[src/rtl/maze_env_responder.sv]
// Environment side of the Q-learning maze exchange: owns the 5x5 grid, applies
// one agent action per handshake and returns next state, reward and episode flags.
module maze_env_responder #(
    parameter int unsigned        MAX_STEPS   = 64,
    parameter int unsigned        START_STATE = 1,
    parameter int unsigned        GOAL_STATE  = 25,
    parameter logic signed [15:0] R_GOAL      = 16'sd100,
    parameter logic signed [15:0] R_TRAP      = -16'sd100,
    parameter logic signed [15:0] R_STEP      = -16'sd1,
    parameter logic signed [15:0] R_WALL      = -16'sd5
) (
    input  logic               clk,
    input  logic               rst_n,
    input  logic               en,
    input  logic               act_valid,
    input  logic [3:0]         act,
    output logic               act_ready,
    output logic               resp_valid,
    input  logic               resp_ready,
    output logic [5:0]         next_state,
    output logic signed [15:0] next_reward,
    output logic               goal,
    output logic               error,
    output logic               done,
    output logic [5:0]         current_state,
    output logic [7:0]         step_cnt,
    output logic [15:0]        episode_cnt
);

    localparam logic [5:0] START_S = 6'(START_STATE);
    localparam logic [5:0] GOAL_S  = 6'(GOAL_STATE);
    localparam logic [7:0] MAX_S   = 8'(MAX_STEPS);

    typedef enum logic [1:0] {
        IDLE,
        CALC,
        RESP,
        RESTART
    } state_e;

    function automatic logic is_trap(input logic [5:0] s);
        case (s)
            6'd3, 6'd4, 6'd7, 6'd13, 6'd14, 6'd17, 6'd19, 6'd22: is_trap = 1'b1;
            default:                                             is_trap = 1'b0;
        endcase
    endfunction

    state_e             state_q, state_d;
    logic [3:0]         act_q, act_d;
    logic [5:0]         cur_q, cur_d;
    logic [5:0]         nxt_q, nxt_d;
    logic signed [15:0] reward_q, reward_d;
    logic               goal_q, goal_d;
    logic               err_q, err_d;
    logic               done_q, done_d;
    logic [7:0]         step_q, step_d;
    logic [15:0]        epi_q, epi_d;

    logic [4:0] idx;
    logic [4:0] row_base;
    logic [2:0] row;
    logic [2:0] col;
    logic       legal_act;
    logic       off_grid;
    logic [5:0] target;
    logic [5:0] landing;
    logic [7:0] step_inc;

    // Decode the registered position into grid coordinates (s = 5*row + col + 1).
    always_comb begin
        idx = 5'(cur_q - 6'd1);
        if (idx >= 5'd20)      row = 3'd4;
        else if (idx >= 5'd15) row = 3'd3;
        else if (idx >= 5'd10) row = 3'd2;
        else if (idx >= 5'd5)  row = 3'd1;
        else                   row = 3'd0;
        row_base = 5'd5 * {2'b00, row};
        col      = 3'(idx - row_base);
    end

    always_comb begin
        legal_act = 1'b1;
        off_grid  = 1'b0;
        target    = cur_q;
        case (act_q)
            4'b0001: begin off_grid = (row == 3'd0); target = cur_q - 6'd5; end
            4'b0010: begin off_grid = (row == 3'd4); target = cur_q + 6'd5; end
            4'b0100: begin off_grid = (col == 3'd0); target = cur_q - 6'd1; end
            4'b1000: begin off_grid = (col == 3'd4); target = cur_q + 6'd1; end
            default: legal_act = 1'b0;
        endcase
        landing  = (legal_act && !off_grid) ? target : cur_q;
        step_inc = (step_q == 8'hFF) ? step_q : step_q + 8'd1;
    end

    always_comb begin
        // NOTE: every variable gets a default first so no path leaves one unassigned,
        // which would otherwise infer a latch.
        state_d    = state_q;
        act_d      = act_q;
        cur_d      = cur_q;
        nxt_d      = nxt_q;
        reward_d   = reward_q;
        goal_d     = goal_q;
        err_d      = err_q;
        done_d     = done_q;
        step_d     = step_q;
        epi_d      = epi_q;
        act_ready  = 1'b0;
        resp_valid = 1'b0;

        case (state_q)
            IDLE: begin
                // Gated by rst_n so the agent never sees ready while reset is held.
                act_ready = en & rst_n;
                if (act_valid && act_ready) begin
                    act_d   = act;
                    state_d = CALC;
                end
            end
            CALC: begin
                nxt_d  = landing;
                cur_d  = landing;
                goal_d = (landing == GOAL_S);
                err_d  = is_trap(landing);
                if (!legal_act || off_grid) reward_d = R_WALL;
                else if (landing == GOAL_S)  reward_d = R_GOAL;
                else if (is_trap(landing))   reward_d = R_TRAP;
                else                         reward_d = R_STEP;
                done_d  = (landing == GOAL_S) || is_trap(landing) || (step_inc == MAX_S);
                step_d  = step_inc;
                state_d = RESP;
            end
            RESP: begin
                resp_valid = 1'b1;
                if (resp_ready) state_d = done_q ? RESTART : IDLE;
            end
            RESTART: begin
                cur_d   = START_S;
                step_d  = 8'd0;
                epi_d   = epi_q + 16'd1;
                goal_d  = 1'b0;
                err_d   = 1'b0;
                done_d  = 1'b0;
                state_d = IDLE;
            end
            default: state_d = IDLE;
        endcase
    end

    // NOTE: sequential state uses non-blocking assignments so every register
    // samples the pre-edge values regardless of statement order.
    always_ff @(posedge clk or negedge rst_n) begin
        if (!rst_n) begin
            state_q  <= IDLE;
            act_q    <= 4'b0000;
            cur_q    <= START_S;
            nxt_q    <= START_S;
            reward_q <= 16'sd0;
            goal_q   <= 1'b0;
            err_q    <= 1'b0;
            done_q   <= 1'b0;
            step_q   <= 8'd0;
            epi_q    <= 16'd0;
        end else begin
            state_q  <= state_d;
            act_q    <= act_d;
            cur_q    <= cur_d;
            nxt_q    <= nxt_d;
            reward_q <= reward_d;
            goal_q   <= goal_d;
            err_q    <= err_d;
            done_q   <= done_d;
            step_q   <= step_d;
            epi_q    <= epi_d;
        end
    end

    assign next_state    = nxt_q;
    assign next_reward   = reward_q;
    assign goal          = goal_q;
    assign error         = err_q;
    assign done          = done_q;
    assign current_state = cur_q;
    assign step_cnt      = step_q;
    assign episode_cnt   = epi_q;

endmodule

[config.mk]
export PLATFORM = sky130hd
export DESIGN_NAME = maze_env_responder
export DESIGN_NICKNAME = d
export VERILOG_FILES = /design/src/rtl/maze_env_responder.sv
export SDC_FILE = /design/constraint.sdc
export NUM_CORES = 1
export LEC_CHECK = 0
export CORE_UTILIZATION = 52
export DETAILED_ROUTE_END_ITERATION = 8
export PLACE_DENSITY = 0.81
export SLEW_MARGIN = 30
export SYNTH_ARGS = -nofsm -noshare
export SYNTH_HDL_FRONTEND = slang
export SYNTH_SLANG_ARGS = --single-unit
[constraint.sdc]
create_clock -name clk -period 11.5 [get_ports clk]
set_input_delay 2.3 -clock clk [delete_from_list [all_inputs] [get_ports clk]]
set_output_delay 2.3 -clock clk [all_outputs]
set_load 0.005 [all_outputs]
**Word level (Yosys, flattened, before mapping)**

Memories as Yosys holds them, arrays and structs flattened.
Cells that the tools add are included.

- Bits in registers: 61
- Latch bits: 0
- RAM bits: 0
- ROM bits: 96
- Input port bits: 9
- Output and inout port bits: 57
- Word-level logic and storage cells: 84
- Memories kept: 3

- Add/sub/neg operators: 7
- Multiply operators: 1
- Divide/modulo/power cells: 0
- Order comparisons: 4
- Equality and inequality tests: 14
- Shift operators: 0
- Muxes and demuxes: 30
- Bitwise gates (word level): 1
- Reductions and logical operators: 14

Memories:

| memory | depth | width | rd ports | clocked after Yosys merged registers in | write ports | RTL line | source |
|---|---|---|---|---|---|---|---|
| (name not given) | 32 | 1 | 1 | 0 | 0 | 42 | `case (s)` |
| (name not given) | 32 | 1 | 1 | 0 | 0 | 42 |  |
| (name not given) | 32 | 1 | 1 | 0 | 0 | 42 |  |

Operators by type and width:

| operator | number |
|---|---|
| $mux W16 | 2 |
| $pmux W6 S4 | 1 |
| $add A16 B1 Y16 const B | 1 |
| $pmux W8 S2 | 1 |
| $pmux W6 S2 | 1 |
| $mux W1 | 11 |
| $ge A5 B4 Y1 const B | 2 |
| $mux W2 | 5 |
| $add A8 B1 Y8 const B | 1 |
| $eq A8 B7 Y1 const B | 1 |
| $eq A8 B8 Y1 const B | 1 |
| $mux W8 | 1 |
| $pmux W2 S4 | 1 |
| $mux W7 | 1 |
| $add A6 B1 Y6 const B | 1 |
| $add A6 B3 Y6 const B | 1 |
| $eq A3 B3 Y1 const B | 2 |
| $eq A6 B5 Y1 const B | 1 |
| $logic_not A3 Y1 | 2 |
| $mux W6 | 1 |
| $pmux W1 S2 | 3 |
| $sub A6 B1 Y6 const B | 1 |
| $sub A6 B3 Y6 const B | 1 |
| $ge A5 B3 Y1 const B | 1 |
| 20 further kinds | 27 |

**Depth between registers and ports, before layout**

An unclocked memory read counts as a cell.

- Depth in word-level cells: 21
- Mapped depth: 26

**Least setup slack after synthesis**

No wires, ideal clock.

- Path type: register to register
- Start: register cur_q[0], in the netlist current_state[0]
- End: register done_q, in the netlist done
- Arrival: 5.229 ns
- Slack: 6.148 ns
- Cell stages (with the launch flop): 26
- Cell sequence: dfstp_2 > buf_1 > inv_1 > ha_1 > buf_4 > nor3b_1 > o21ai_0 > a31oi_1 > nor2_1 > ha_1 > inv_1 > fa_1 > xnor3_1 > mux2i_1 > o22ai_1 > mux2i_2 > nand2_2 > buf_6 > a21oi_1 > inv_1 > ha_1 > inv_1 > a221o_1 > a22oi_1 > o211a_1 > o31a_1

- Longest elaborated chain between the ends: 19

RTL lines:

| what | RTL line | source |
|---|---|---|
| start: declaration | 50 | `logic [5:0] cur_q, cur_d;` |
| start signal: assignment | 168 | `cur_q <= cur_d;` |
| $sub A6 B1 Y6 | 88 | `4'b0100: begin off_grid = (col == 3'd0); target = cur_q - 6'd1; end` |
| $ge A5 B3 Y1 | 75 | `else if (idx >= 5'd5) row = 3'd1;` |
| $mux W1 | 75 |  |
| $mux W2 | 74 | `else if (idx >= 5'd10) row = 3'd2;` |
| $mux W2 | 73 | `else if (idx >= 5'd15) row = 3'd3;` |
| $mux W3 | 72 | `if (idx >= 5'd20) row = 3'd4;` |
| $mul A3 B3 Y3 | 77 | `row_base = 5'd5 * {2'b00, row};` |
| $sub A3 B3 Y3 | 78 | `col = 3'(idx - row_base);` |
| (+3 left out) | -- |  |
| $logic_and A1 B1 Y1 | 92 | `landing = (legal_act && !off_grid) ? target : cur_q;` |
| $mux W6 (*) | 92 |  |
| net landing[1] | 66 | `logic [5:0] landing;` |
| $mem_v2 Z32 W1 | -- |  |
| $mux W1 | 42 |  |
| $mux W1 | 112 | `case (state_q)` |
| $logic_or A1 B1 Y1 (*) (2 in a row) | 130 | `done_d = (landing == GOAL_S) \|\| is_trap(landing) \|\| (step_inc == MAX_S);` |
| $pmux W1 S2 (*) | 112 |  |
| end signal: assignment | 173 | `done_q <= done_d;` |
| end: declaration | 55 | `logic done_q, done_d;` |

Mark *: on every way through the listed nets, which the timed path passes. The rest lies on a longest branch. The select of a mux whose other input is x is not followed.
A chain may end at the register's enable or synchronous reset.

**Final worst setup path**

- Start: input port rst_n
- End: output port act_ready

- Longest elaborated chain between the ends: 2

RTL lines:

| what | RTL line | source |
|---|---|---|
| start: declaration | 13 | `input logic rst_n,` |
| $and A1 B1 Y1 | 115 | `act_ready = en & rst_n;` |
| $mux W1 | 112 |  |
| end: declaration | 17 | `output logic act_ready,` |

No other way between the ends.

==> out/metrics.cfg <==
[cells_and_area]
drive_gt1_share_pct=5.76
mostFrequentLayoutCells=clkdlybuf4s50_1, dfrtp_1, nand2_1
seqCellArea_um2=1230
final_area_um2=3960
area_growth_pct=20.4
mostFrequentLayoutCell=clkdlybuf4s50_1
diodes=0
multiInputGateArea_um2=1840
nets=422
fill_cells=499

[routing]
vias_per_cell=5.81
via_count=2753
wl_um=7390
drt_first_pass_iters=4
drcViolationCount=0
drt_iter0_drc=213
final_antenna_net_count=0
avgRoutedWirePerCell_um=15.6

[place]
gp_congestion=0.879
hpwl_um=5430
port-buffer-count=65
place_ws_ns=5.37
place_area_um2=3860

[clock_tree]
root_buffer=clkbuf_8
cts_buffers=5
clock_sinks=49
insertion_delay_ns=0.31
hold_buffers=0
post_cts_buffers=0
clock_path_buffers=2
path_clk_slew_ns=0.09
cts_tree=yes
ctsResizeCount=0
h-tree-depth=2

[power]
power_frac_seq_pct=29.6
netSwitchingFraction_pct=44.0
switching_power_mw=0.477
vdd_drop_max_v=0.000160
p_comb_share_pct=60.3
p_per_area_nw_per_um2=274
p_int_mw=0.607
power_leakage_nw=1.71
clkPwrFrac_pct=10.1

[yosys]
synth_edf_count=0
syn_nets=378
yosysUniqueCellTypes=63
yosysTopAreaCell=dfrtp_1
synthTopCellsByArea=dfrtp_1, ha_1, xnor2_1
synth_seq_cells=49
synth.avg_cell_area_um2=9.28
synth-async-reset-ratio_pct=100
synthCells=354
synth_top_area_share_pct=35.8
yosys_warnings=0
synth_area_um2=3290
synth-main-ff-cell=dfrtp_1
ys_seq_area_share_pct=37.4

[sta]
finalWorstSetupSlack_ns=5.42
worstMarginPinSlew_ns=0.702
skew_ns=0.00485
drv_slew=0
finalHoldViolCount=0
setup_tns_ns=0
maxSlewHeadroom_pct=53.2
clock.fmax_mhz=164
rsz0062_at_grt=false
finalSetupViolations=0
fin_crit_sh_pct=52.9
min_period_ns=6.08

[worst_setup_path]
required_ns=9.20
worst_ep_arrival_time_ns=3.78
cp_max_fo=50
cp-end-kind=output pin
critPathLaunchType=input pin
crit_start=rst_n
critical_path_class=input pin to output pin
timing.rr.start=current_state[0]

[die]
die_h_um=81.5
die_area_um2=6640
coreArea_um2=5990
die_x_um=81.5
num_io_pins=66
start_util_pct=54.8
num_rows=28

[run_status]
status=completed

[global_routing]
grt_max_degree=51
grt_pass1_vias=2580
gr-usage-all-layers_pct=23.4
grt_remaining_overflow=0
grt_pass1_wl_um=12000
antenna_found_initial=0

[worst_hold_path]
hold_start=next_state[4]
hold_path_class=flop to flop

[job]
drv_cap=0

-- stage by stage --
stage               power, mW  hold WS, ns  utilization, %  cells
floorplan               0.774        0.468               -    354
global placement        0.945        0.461            64.4    466
detailed placement      0.971        0.474            64.4    466
CTS                      1.09        0.494            66.1    474
global route             1.17        0.508            66.1    474
finish                   1.08        0.490            66.1    474
-- area by class of cell --
class	instances	area share (%)
Multi-Input combinational cell	264	46.4
Sequential cell	49	31.0
Timing Repair Buffer	66	16.5
Tap cell	75	2.37
Clock buffer	6	2.09
Inverter	12	1.14
Clock inverter	2	0.411
-- critical path, cell delays in order --
cell,delay (ns)
buf_2,0.07
buf_4,0.49
nand2_1,0.10
nor3_1,0.23
clkdlybuf4s50_1,0.56
-- power by group through the flow --
stage / sequential, mW / combinational [mW] / clock [mW]
after floorplan: 0.281 / 0.493 / 0
after global placement: 0.320 / 0.626 / 0
after detailed placement: 0.323 / 0.648 / 0
after CTS: 0.320 / 0.654 / 0.113
after global routing: 0.334 / 0.720 / 0.120
final: 0.321 / 0.653 / 0.110
-- per-layer routing --
layer	up-vias	share of wire, %	global-route usage [%]
met5	-	0	0
met4	0	1.1	5.36
met3	10	4.6	4.56
met2	71	49	40.1
met1	1317	46	30.5
li1	1355	-	-
-- cell usage after synthesis, types with 2 or more instances --
| master | number |
|---|---|
| a211oi_1 | 2 |
| a21o_1 | 3 |
| a21oi_1 | 21 |
| a22o_1 | 4 |
| a2bb2oi_1 | 2 |
| a31oi_1 | 5 |
| a41o_1 | 3 |
| and2_1 | 2 |
| and3_1 | 6 |
| buf_1 | 2 |
| buf_4 | 13 |
| buf_6 | 2 |
| clkbuf_1 | 11 |
| dfrtp_1 | 47 |
| dfstp_2 | 2 |
| fa_1 | 2 |
| ha_1 | 13 |
| inv_1 | 11 |
| mux2_2 | 5 |
| mux2i_1 | 6 |
| mux2i_2 | 2 |
| nand2_1 | 27 |
| nand2b_1 | 4 |
| nand3_1 | 14 |
| nand3b_1 | 3 |
| nand4_1 | 5 |
| nor2_1 | 26 |
| nor2b_1 | 7 |
| nor3_1 | 8 |
| nor3b_1 | 3 |
| o21ai_0 | 16 |
| o21bai_1 | 6 |
| o22a_1 | 2 |
| o22ai_1 | 4 |
| o2bb2ai_1 | 8 |
| o31a_1 | 2 |
| o31ai_1 | 3 |
| or3_1 | 4 |
| xnor2_1 | 17 |
| xnor3_1 | 2 |
| xor2_1 | 7 |
-- sequential cells by signal (all words and copies together) (netlist names), 2 cells and up --
register	cells
next_state	6
next_reward	4
act_q	4
current_state	6
episode_cnt	16
state_q	2
step_cnt	8
-- logic make-up after synthesis --
logic type | count (synthesis) | share of synthesized area (%)
xor+xnor | 26 | 7.77
simple gates | 117 | 18.1
compound gates | 92 | 19.2
fa+ha+maj | 15 | 6.17
mux | 14 | 4.72
buf+inv | 41 | 6.66
flops | 49 | 37.4
-- worst paths after layout --
kind | to | slack [ns] | depth (start not counted)
setup / recovery | act_ready | 5.42 | 5
setup reg to reg | next_reward[1] | 5.58 | 21
hold reg to reg | next_state[4] | 0.49 | 2
max in group asynchronous | step_cnt[4] | 9.01 | 2
hold / removal | next_state[4] | 0.49 | 2
min in group asynchronous | next_state[5] | 2.08 | 2
No activity file was read; power rests on OpenSTA's default activity.
